<file path="src/rtl/x2_bist_harness.sv">
// BIST wrapper for the x2 combinational core. A 10-bit LFSR drives the core
// inputs, and a 7-bit MISR compacts its responses into one signature.
module x2_bist_harness #(
   parameter int                N_PI      = 10,
   parameter int                N_PO      = 7,
   parameter int                CNT_W     = 16,
   parameter logic [N_PI-1:0]   LFSR_SEED = 10'h001
) (
   input  logic             clk,
   input  logic             rst,
   input  logic             start,
   input  logic [CNT_W-1:0] pattern_count,
   output logic [N_PI-1:0]  pi_vec,
   output logic             pi_valid,
   input  logic [N_PO-1:0]  po_vec,
   output logic             busy,
   output logic             done,
   output logic [N_PO-1:0]  signature
);

   typedef enum logic [1:0] {
      S_IDLE = 2'd0,
      S_RUN  = 2'd1,
      S_DONE = 2'd2
   } state_t;

   localparam logic [CNT_W-1:0] CNT_ONE = {{(CNT_W-1){1'b0}}, 1'b1};

   state_t           r_state;
   state_t           w_next_state;
   logic [N_PI-1:0]  r_lfsr;
   logic [N_PO-1:0]  r_misr;
   logic [CNT_W-1:0] r_cnt;
   logic [CNT_W-1:0] r_len;

   logic             w_accept;
   logic             w_last;
   logic [N_PI-1:0]  w_lfsr_next;
   logic [N_PO-1:0]  w_misr_next;

   // Fibonacci LFSR x^10+x^7+1 and MISR x^7+x^6+1.
   assign w_lfsr_next = {r_lfsr[8:0], r_lfsr[9] ^ r_lfsr[6]};
   assign w_misr_next = {r_misr[5:0], r_misr[6] ^ r_misr[5]} ^ po_vec;

   // NOTE: every signal written here gets a default first so no latch is inferred.
   always_comb begin
      w_next_state = r_state;
      w_accept     = 1'b0;
      w_last       = 1'b0;
      case (r_state)
         S_IDLE, S_DONE: begin
            if (start) begin
               w_accept     = 1'b1;
               w_next_state = (pattern_count != '0) ? S_RUN : S_DONE;
            end
         end
         S_RUN: begin
            w_last = (r_cnt == r_len - CNT_ONE);
            if (w_last) begin
               w_next_state = S_DONE;
            end
         end
         default: w_next_state = S_IDLE;
      endcase
   end

   // NOTE: sequential state uses non-blocking assignments and an asynchronous reset.
   always_ff @(posedge clk or posedge rst) begin
      if (rst) begin
         r_state <= S_IDLE;
      end else begin
         r_state <= w_next_state;
      end
   end

   always_ff @(posedge clk or posedge rst) begin
      if (rst) begin
         r_lfsr <= LFSR_SEED;
         r_misr <= '0;
         r_cnt  <= '0;
         r_len  <= '0;
      end else if (w_accept) begin
         r_lfsr <= LFSR_SEED;
         r_misr <= '0;
         r_cnt  <= '0;
         r_len  <= pattern_count;
      end else if (r_state == S_RUN) begin
         r_misr <= w_misr_next;
         r_cnt  <= r_cnt + CNT_ONE;
         // The final pattern stays on pi_vec so DONE shows what was last applied.
         if (!w_last) begin
            r_lfsr <= w_lfsr_next;
         end
      end
   end

   assign pi_vec    = r_lfsr;
   assign signature = r_misr;
   assign pi_valid  = (r_state == S_RUN);
   assign busy      = (r_state == S_RUN);
   assign done      = (r_state == S_DONE);

endmodule
</file>
<file path="config.mk">
export PLATFORM = sky130hd
export DESIGN_NAME = x2_bist_harness
export DESIGN_NICKNAME = d
export VERILOG_FILES = /design/src/rtl/x2_bist_harness.sv
export SDC_FILE = /design/constraint.sdc
export NUM_CORES = 1
export LEC_CHECK = 0
export CORE_MARGIN = 10
export CORE_UTILIZATION = 38
export DETAILED_ROUTE_END_ITERATION = 6
export PLACE_DENSITY = 0.62
export SYNTH_ARGS = -nofsm -noshare
export SYNTH_HDL_FRONTEND = slang
export SYNTH_SLANG_ARGS = --single-unit
</file>
<file path="constraint.sdc">
create_clock -name clk -period 7.9 [get_ports clk]
set_input_delay 0.79 -clock clk [delete_from_list [all_inputs] [get_ports clk]]
set_output_delay 0.79 -clock clk [all_outputs]
set_load 0.01 [all_outputs]
</file>
== Word level (Yosys, flattened, before mapping) ==
Index checks and enable logic that the tools add are counted.
Word-level totals
  register bits after elaboration: 51
  input port bits: 26
  word-level logic and storage cells: 36
Operators by class
  add/sub/neg operators: 2
  equality and inequality tests: 6
  multiplexer cells: 14
  bitwise operators: 3
  reductions and logical operators: 6
Operators with widths (number)
  16-bit two-way mux: 2
  10-bit two-way mux: 3
  16-bit by 1-bit adder with 16-bit output, second input constant: 1
  16-bit equality test: 1
  16-bit nonzero test: 1
  16-bit by 1-bit subtractor with 16-bit output, second input constant: 1
  7-bit two-way mux: 2
  7-bit bitwise XOR: 1
  2-bit two-way mux: 3
  2-bit != test, second input constant: 2
  2-bit case mux with 2 select lines: 1
  2-bit AND reduction: 2
  1-bit two-way mux: 3
  2-bit by 1-bit equality test with 1-bit output, second input constant: 1
  2-bit equality test, second input constant: 1
  2-bit logical NOT: 1
  2-bit by 1-bit != test with 1-bit output, second input constant: 1
  2-bit nonzero test: 1
  2-bit OR reduction: 1
  1-bit bitwise XOR: 2

== Logic depth before layout (Yosys ltp) ==
Gate-level depths: netlist of run 1.
  word-level depth: 6
  gate-level depth with buffers: 10
  gate-level depth less buffers: 9

== Worst setup path before layout of run 1 ==
OpenSTA, ideal clock, no wires.
  kind: reg-to-reg
  start: reg r_len[8]
  end: reg r_lfsr[1] (netlist: pi_vec[1])
  library setup time: 125 ps
  data arrival time: 2725 ps
  required time: 7775 ps
  path slack: 5050 ps
  cell stages (with the launch flop): 9
  path buffers: 1
  cells stage by stage: dfrtp_1 or4_4 or3_2 or4_1 o211ai_1 nor4_2 a31oi_2 buf_6 mux2_4
Between the ends
  longest elaborated chain between the ends: 5
RTL lines
  start, declared: RTL line 34  | logic [CNT_W-1:0] r_len;
  start signal, assigned: RTL line 86  | r_len <= pattern_count;
  16-bit by 1-bit subtractor with 16-bit output: RTL line 58  | w_last = (r_cnt == r_len - CNT_ONE);
  16-bit equality test: RTL line 58
  1-bit two-way mux: RTL line 50  | case (r_state)
  2-bit != test (no source line)
  2-bit AND reduction (no source line)
  end signal, assigned: RTL line 92  | r_lfsr <= w_lfsr_next;
  end, declared: RTL line 31  | logic [N_PI-1:0] r_lfsr;
Every way passes these cells.
A chain may end at the register's enable or synchronous reset.

== Worst setup path in the final report of run 1 ==
  start: reg r_len[8]
  end: reg r_lfsr[7] (netlist: pi_vec[7])
Same word-level chain as after synthesis.

==> results by group, run 1 <==
Run status
  • Status: finished clean

Layout
  • Share of cells above drive strength 1: 6.65%
  • Final core utilization: 47.8%
  • Fin nets: 373
  • Ant diodes: 0
  • Area Overhead vs Synth: 23.5%

CTS
  • Clock Sink Count: 51
  • Clk pin slew, worst setup/hold paths: 0.10 ns
  • Maximum clock path buffer count: 2
  • Setup Fix Bufs, Post-CTS: 0
  • Htree depth: 2
  • CTS tree: yes
  • TritonCTS buffer count: 5
  • CTS Root Cell: clkbuf_8
  • Clk_lat worst skew: 0.32 ns
  • PostCTS Resize Cnt: 0
  • Post-CTS Hold Buffers: 0

Route
  • Post-Route WL: 6520 um
  • Final antenna-violating net count: 0
  • DRT Pass-1 Iters: 4
  • Initial drt markers: 97
  • DRC: 0
  • DR vias: 2253
  • DR WL/cell: 14.6 um
  • Vias per Instance: 5.06

STA
  • Setup TNS: 0 ns
  • Fmax: 296 MHz
  • Final Hold Viols: 0
  • Period utilization: 42.8%
  • RSZ-0062 raised after global routing: false
  • Worst Tran Pin Value: 1.19 ns
  • Fin crit period: 3.38 ns
  • Clk_skew: 0.0128 ns
  • Slew Limit Fails: 0
  • Final setup fails: 0
  • Max_slew headroom: 20.4%

GRT
  • GRT busiest layer: met2
  • Largest net degree at the start of global routing: 52
  • GRT Overall Usage: 12.1%
  • Number of global-route vias before repair: 2335
  • Met2 capacity usage during global routing: 19.6%
  • M3 GR Usage: 4.20%
  • Total congestion overflow: 0
  • Initial antenna violation count: 0
  • Global-route wire length before repair: 11400 um
  • Met1 usage: 15.3%

Power and ir drop
  • Pwr dens: 351 nW/um^2
  • Maximum VDD drop: 152 uV
  • Leak Pwr: 1.42 nW

Place
  • Detailed placement HPWL: 4740 um
  • I/O Buffers: 45
  • Placer congestion estimate: 0.849

Synthesis
  • Asr flop ratio synth: 100%
  • Cell taking the most area after synthesis: dfrtp_1
  • Mapped Nets: 331
  • Top-area cell type share of the netlist area: 45.1%
  • Sequential element share of the synthesized area: 46.0%
  • #FFs+latches synth: 51
  • Synthesized cell area: 2780 sq um
  • Synth warn: 0
  • Post-Synthesis Cells: 303
  • Top FF cell, synth: dfrtp_1
  • Largest cells by area after synthesis: dfrtp_1, nand2_1, xnor2_1, o21ai_0, nand3_1
  • Cell variety after synth: 47
  • Avg Cell Area, Syn: 9.16 sq um
  • EDFF count, synth: 0

Min path
  • Hold_sp: r_len[15]$_DFFE_PP0P_
  • Hold path depth: 2
  • Hold endpoint: r_len[15]$_DFFE_PP0P_
  • Hold/Removal Path Class: reg -> reg

Run
  • Max cap viols: 0

Critical path
  • Arrival time of the worst setup path: 3.59 ns
  • CP Capture Type: register
  • Worst-path cell chain: or4_4, or3_2, or4_1, o211ai_1, nor4_2, a31oi_2, mux2_2
  • Top delay family on crit path: simple AND/OR/NAND/NOR gates
  • Buf/Inv on CP: 0
  • CP required: 8.11 ns
  • Startpoint Class: register
  • Slowest Stage Delay on Critical Path: 0.70 ns
  • Reg2Reg Depth: 7
  • Worst R2R End: pi_vec[7]$_DFFE_PP0P_
  • Critical-path top delay cell: a31oi_2
  • R2R setup slack: 4.52 ns
  • Worst-path fanout max: 11
  • Crit Reg-Reg Startpoint: r_len[8]$_DFFE_PP0P_
  • Crit path kind: reg -> reg

Floorplanning
  • Rows: 31
  • Die area: 11100 sq um
  • Die width: 105 um
  • Initial Utilization: 38.7%
  • Chip Height: 105 um
  • Ports: 46
  • Core area: 7180 sq um
[through the flow]
step	instances	hold slack [ns]	cell area, sq um	worst slack, ns	total power, W
floorplan	303	0.465	2780	5.05	0.000825
global placement	437	0.486	3310	4.58	0.00100
detailed placement	437	0.491	3310	4.52	0.00101
CTS	445	0.516	3430	4.51	0.00122
global route	445	0.534	3430	4.37	0.00130
finish	445	0.511	3430	4.52	0.00120
[layout make-up]
cell class / count / area [sq um]
inverter: 11 / 41.3
tap: 99 / 124
clock buffer: 6 / 82.6
timing repair buffer: 46 / 458
sequential: 51 / 1280
fill: 695 / 3750
multi-input combinational: 230 / 1410
clock inverter: 2 / 38.8
[state kept, by name, summed over array words and instances, names as in the netlist]
name and count:
r_cnt 16, pi_vec 10, signature 7, r_state 2, r_len 16
[worst max-delay path by stage]
stage	startpoint	end	slack (ns)	depth (start not counted)
floorplan	r_len[8]$_DFFE_PP0P_	pi_vec[1]$_DFFE_PP0P_	5.05	8
global placement	r_len[8]$_DFFE_PP0P_	pi_vec[7]$_DFFE_PP0P_	4.58	7
detailed placement	r_len[8]$_DFFE_PP0P_	pi_vec[7]$_DFFE_PP0P_	4.52	7
CTS	r_len[8]$_DFFE_PP0P_	pi_vec[7]$_DFFE_PP0P_	4.51	7
global route	r_len[8]$_DFFE_PP0P_	pi_vec[7]$_DFFE_PP0P_	4.37	7
finish	r_len[8]$_DFFE_PP0P_	pi_vec[7]$_DFFE_PP0P_	4.52	7
[kinds of logic after synthesis]
group                      count (synthesis)  synth area share, %
muxes                                     12                 4.96
and+or+nand+nor                          138                 24.4
xor gates and xnor gates                  32                 10.1
DFF                                       51                 46.0
buffers and inverters                     22                 3.38
AOI/OAI and AO/OA                         46                 10.2
adders and majority gates                  2                0.902
[synthesized netlist by cell type (4+ instances only)]
library cell  count
nand2_1          67
dfrtp_1          50
o21ai_0          25
xnor2_1          25
nand3_1          16
nor2_1           16
inv_1            11
clkbuf_1          8
mux2i_1           7
xor2_1            7
nor4_1            6
a21oi_1           4
and4_1            4
nor2b_1           4
o211ai_1          4
or3_1             4
[worst reg2reg max path, stage by stage, from the launching register on]
cell and delay, ns:
dfrtp_1 0.46, or4_4 0.56, or3_2 0.45, or4_1 0.49, o211ai_1 0.11, nor4_2 0.09
a31oi_2 0.70, mux2_2 0.41
[report_power, final]
part	switching, W	leakage (nW)	internal (W)
registers	0.000107	0.661	0.000354
clock network	0.0000927	0.0618	0.000104
logic	0.000268	0.696	0.000277
total	0.000467	1.42	0.000736
[metal layers]
metal  part of all wire (%)  wire length (um)
met1                     45              2950
met2                     48              3120
met3                    6.1               398
met4                   0.84                55
met5                      0                 0
[cells in the final DEF, fill, tap and decap left out, types with 2 or more instances in the layout]
cell and count:
nand2_1 67, dfrtp_1 50, clkdlybuf4s50_1 45, xnor2_1 25
o21ai_0 25, nor2_1 16, nand3_1 16, inv_1 10
xor2_1 7, mux2i_1 7, nor4_1 6, clkbuf_8 6
or3_1 4, o211ai_1 4, a21oi_1 4, and4_1 4
nand3b_1 3, nor3_1 3, o31ai_1 3, nor2b_1 3
mux2_4 3, nand2b_1 2, nor4_2 2, mux2_2 2
or4_1 2, nand4_1 2, ha_1 2
No activity file was read; power rests on OpenSTA's default activity.
==> inputs of run 2 (changes only) <==
Settings changed: PLACE_DENSITY 0.62 to 0.65.
Clock period 7.9 ns to 2.8 ns, I/O delays scaled along.
==> run 2 against run 1 <==
Core utilization increased by 2.1 points; combinational power grew to 3.2 times the previous value; largest cell class unchanged; sequential share of layout area fell by 1.5 points; sequential power rose to 2.7 times the previous value; total power rose to 3.0 times the previous value; largest power group unchanged; sequential cell count unchanged; clock skew up 0.00098 ns; non-clock buffer count is 14 higher; global-route usage decreased by 0.22 points; register-to-register slack got worse by 4.5 ns; count of clock-buffer cells in the layout fell by 1; clock power increased to 2.7 times the previous value.
==> results by group, run 2 (same netlist as run 1, synthesis figures left out) <==
Run status
  • Status: finished clean

STA
  • Final setup fails: 0 (unchanged)
  • Final Hold Viols: 0 (unchanged)
  • Fin crit period: 2.74 ns (-0.636 ns)
  • Slew Limit Fails: 0 (unchanged)
  • Fin worst setup slack: 0.0572 ns (-4.46 ns)
  • Max_slew headroom: 58.4% (+38 points)
  • Worst Tran Pin Value: 0.623 ns (-0.571 ns)
  • Clk_skew: 0.0138 ns (+0.000983 ns)
  • Final hold slack: 0.328 ns (-0.183 ns)
  • Period utilization: 98.0% (+55 points)
  • RSZ-0062 raised after global routing: true
  • Fmax: 365 MHz (+23%)

Critical path
  • CP Capture Type: register
  • Crit Reg-Reg Startpoint: r_len[8]$_DFFE_PP0P_
  • Arrival time of the worst setup path: 2.99 ns (-0.60 ns)
  • Startpoint Class: register
  • CP required: 3.04 ns (-5.07 ns)
  • Crit path kind: reg -> reg
  • Worst-path fanout max: 7 (-4)
  • CP Launch Point: r_len[8]$_DFFE_PP0P_

Layout
  • Most frequent cells in the layout: nand2_1, dfrtp_1, clkdlybuf4s50_1
  • Final Non-Filler Cells: 459 (+3.1%)
  • Area Overhead vs Synth: 28.9%
  • Ant diodes: 0 (unchanged)
  • Final core utilization: 49.8% (+2.1 points)
  • Fin nets: 387 (+3.8%)
  • Post-route cell area: 3580 sq um (+4.3%)
  • Commonest non-fill, non-tap cell in the layout: nand2_1
  • Register area: 1280 sq um (unchanged)
  • Footprint of the multi-input gates: 1440 sq um (+2.2%)
  • Share of cells above drive strength 1: 10.6% (+3.9 points)
  • Fill cells: 683 (-1.7%)

GRT
  • Largest net degree at the start of global routing: 52 (unchanged)
  • Initial antenna violation count: 0 (unchanged)
  • GRT Overall Usage: 11.9% (-0.22 points)
  • Number of global-route vias before repair: 2350 (+0.64%)
  • Total congestion overflow: 0 (unchanged)
  • Global-route wire length before repair: 11000 um (-3.5%)

Route
  • Initial drt markers: 168 (+73%)
  • DR WL/cell: 14.0 um (-4.7%)
  • Final antenna-violating net count: 0 (unchanged)
  • Vias per Instance: 4.96 (-2.0%)
  • DRC: 0 (unchanged)
  • DRT Pass-1 Iters: 4 (unchanged)
  • DR vias: 2277 (+1.1%)
  • Post-Route WL: 6410 um (-1.7%)

Place
  • Dpl cells: 451 (+3.2%)
  • Placement Setup Slack: -0.0558 ns (-4.58 ns)
  • Placed Area: 3430 sq um (+3.7%)
  • Placer congestion estimate: 0.780 (-8.1%)
  • I/O Buffers: 45 (unchanged)
  • Detailed placement HPWL: 4800 um (+1.3%)

CTS
  • Clock Sink Count: 51 (unchanged)
  • Clk pin slew, worst setup/hold paths: 0.10 ns (about the same)
  • Post-CTS Hold Buffers: 0 (unchanged)
  • CTS tree: yes
  • Clk_lat worst skew: 0.31 ns (about the same)
  • CTS Root Cell: clkbuf_8
  • Htree depth: 2 (unchanged)
  • TritonCTS buffer count: 5 (unchanged)
  • Maximum clock path buffer count: 2 (unchanged)

Floorplanning
  • Initial Utilization: 38.7% (unchanged)
  • Rows: 31 (unchanged)
  • Core area: 7180 sq um (unchanged)
  • Die area: 11100 sq um (unchanged)
  • Ports: 46 (unchanged)
  • Die width: 105 um (unchanged)
  • Chip Height: 105 um (unchanged)

Power and ir drop
  • Leak Pwr: 1.50 nW (+5.7%)
  • Flop pwr share: 35.6% (-2.7 points)
  • Pwr dens: 993 nW/um^2 (+180%)
  • Comb pwr share: 49.4% (+4.1 points)
  • Maximum VDD drop: 385 uV (+150%)
  • Internal power contribution: 0.00218 W (+200%)
  • Switch Pwr: 0.00137 W (+190%)
  • Switching Share: 38.6% (-0.23 points)
  • Clock Power Share: 15.0% (-1.4 points)

Min path
  • Hold/Removal Path Class: in -> async

Run
  • Max cap viols: 0 (unchanged)
==> run 2: critical path: stages (launching register included) <==
cell	delay [ns]
dfrtp_1	0.38
or4_4	0.53
or3_4	0.35
or4_1	0.47
o211ai_1	0.17
nor4_4	0.08
a31oi_4	0.31
buf_4	0.19
mux2i_1	0.18
==> run 2: worst paths after layout <==
check / endpoint / slack, ns / depth (start not counted)
setup / recovery: pi_vec[2]$_DFFE_PP0P_ / 0.06 / 8
hold / removal: pi_vec[3]$_DFFE_PP0P_ / 0.33 / 3
setup reg to reg: pi_vec[2]$_DFFE_PP0P_ / 0.06 / 8
hold reg to reg: r_len[15]$_DFFE_PP0P_ / 0.50 / 2
max in group asynchronous: pi_vec[0]$_DFFE_PP1P_ / 2.20 / 3
min in group clk: r_len[15]$_DFFE_PP0P_ / 0.50 / 2
==> run 2: cell type report <==
class                      count  area share [%]
clock buffer                   5            1.92
clock inverter                 3            1.33
inverter                      11            1.15
multi-input combinational    230            40.2
sequential                    51            35.7
tap                           99            3.46
timing repair buffer          60            16.2
==> run 2: metal layers <==
metal,wire (um),up-vias,track usage (%)
li1,-,1150,-
met3,230,10,2.86
met2,2960,37,19.1
met1,3060,1080,14.8
met5,0,-,0
met4,157,0,5.49
==> run 2: power by group through the flow <==
| stage | registers, W | clock network (W) | logic (W) |
|---|---|---|---|
| 2_1_floorplan | 0.00129 | 0 | 0.00104 |
| 3_3_place_gp | 0.00127 | 0 | 0.00169 |
| 3_5_place_dp | 0.00128 | 0 | 0.00171 |
| 4_1_cts | 0.00126 | 0.000545 | 0.00175 |
| 5_1_grt | 0.00131 | 0.000573 | 0.00195 |
| 6_report | 0.00126 | 0.000534 | 0.00175 |
==> run 2: through the flow <==
stage	TNS, ns	power, W
3_5_place_dp	-0.228	0.00299
2_1_floorplan	0	0.00233
3_3_place_gp	-0.0437	0.00296
5_1_grt	-0.581	0.00384
6_report	0	0.00355
4_1_cts	0	0.00356
==> run 2: what timing repair did <==
action | in CTS | in global routing
setup buffers | 0 | 0
endpoints found under the setup margin | 10 | 10
gates resized for setup | 3 | 3
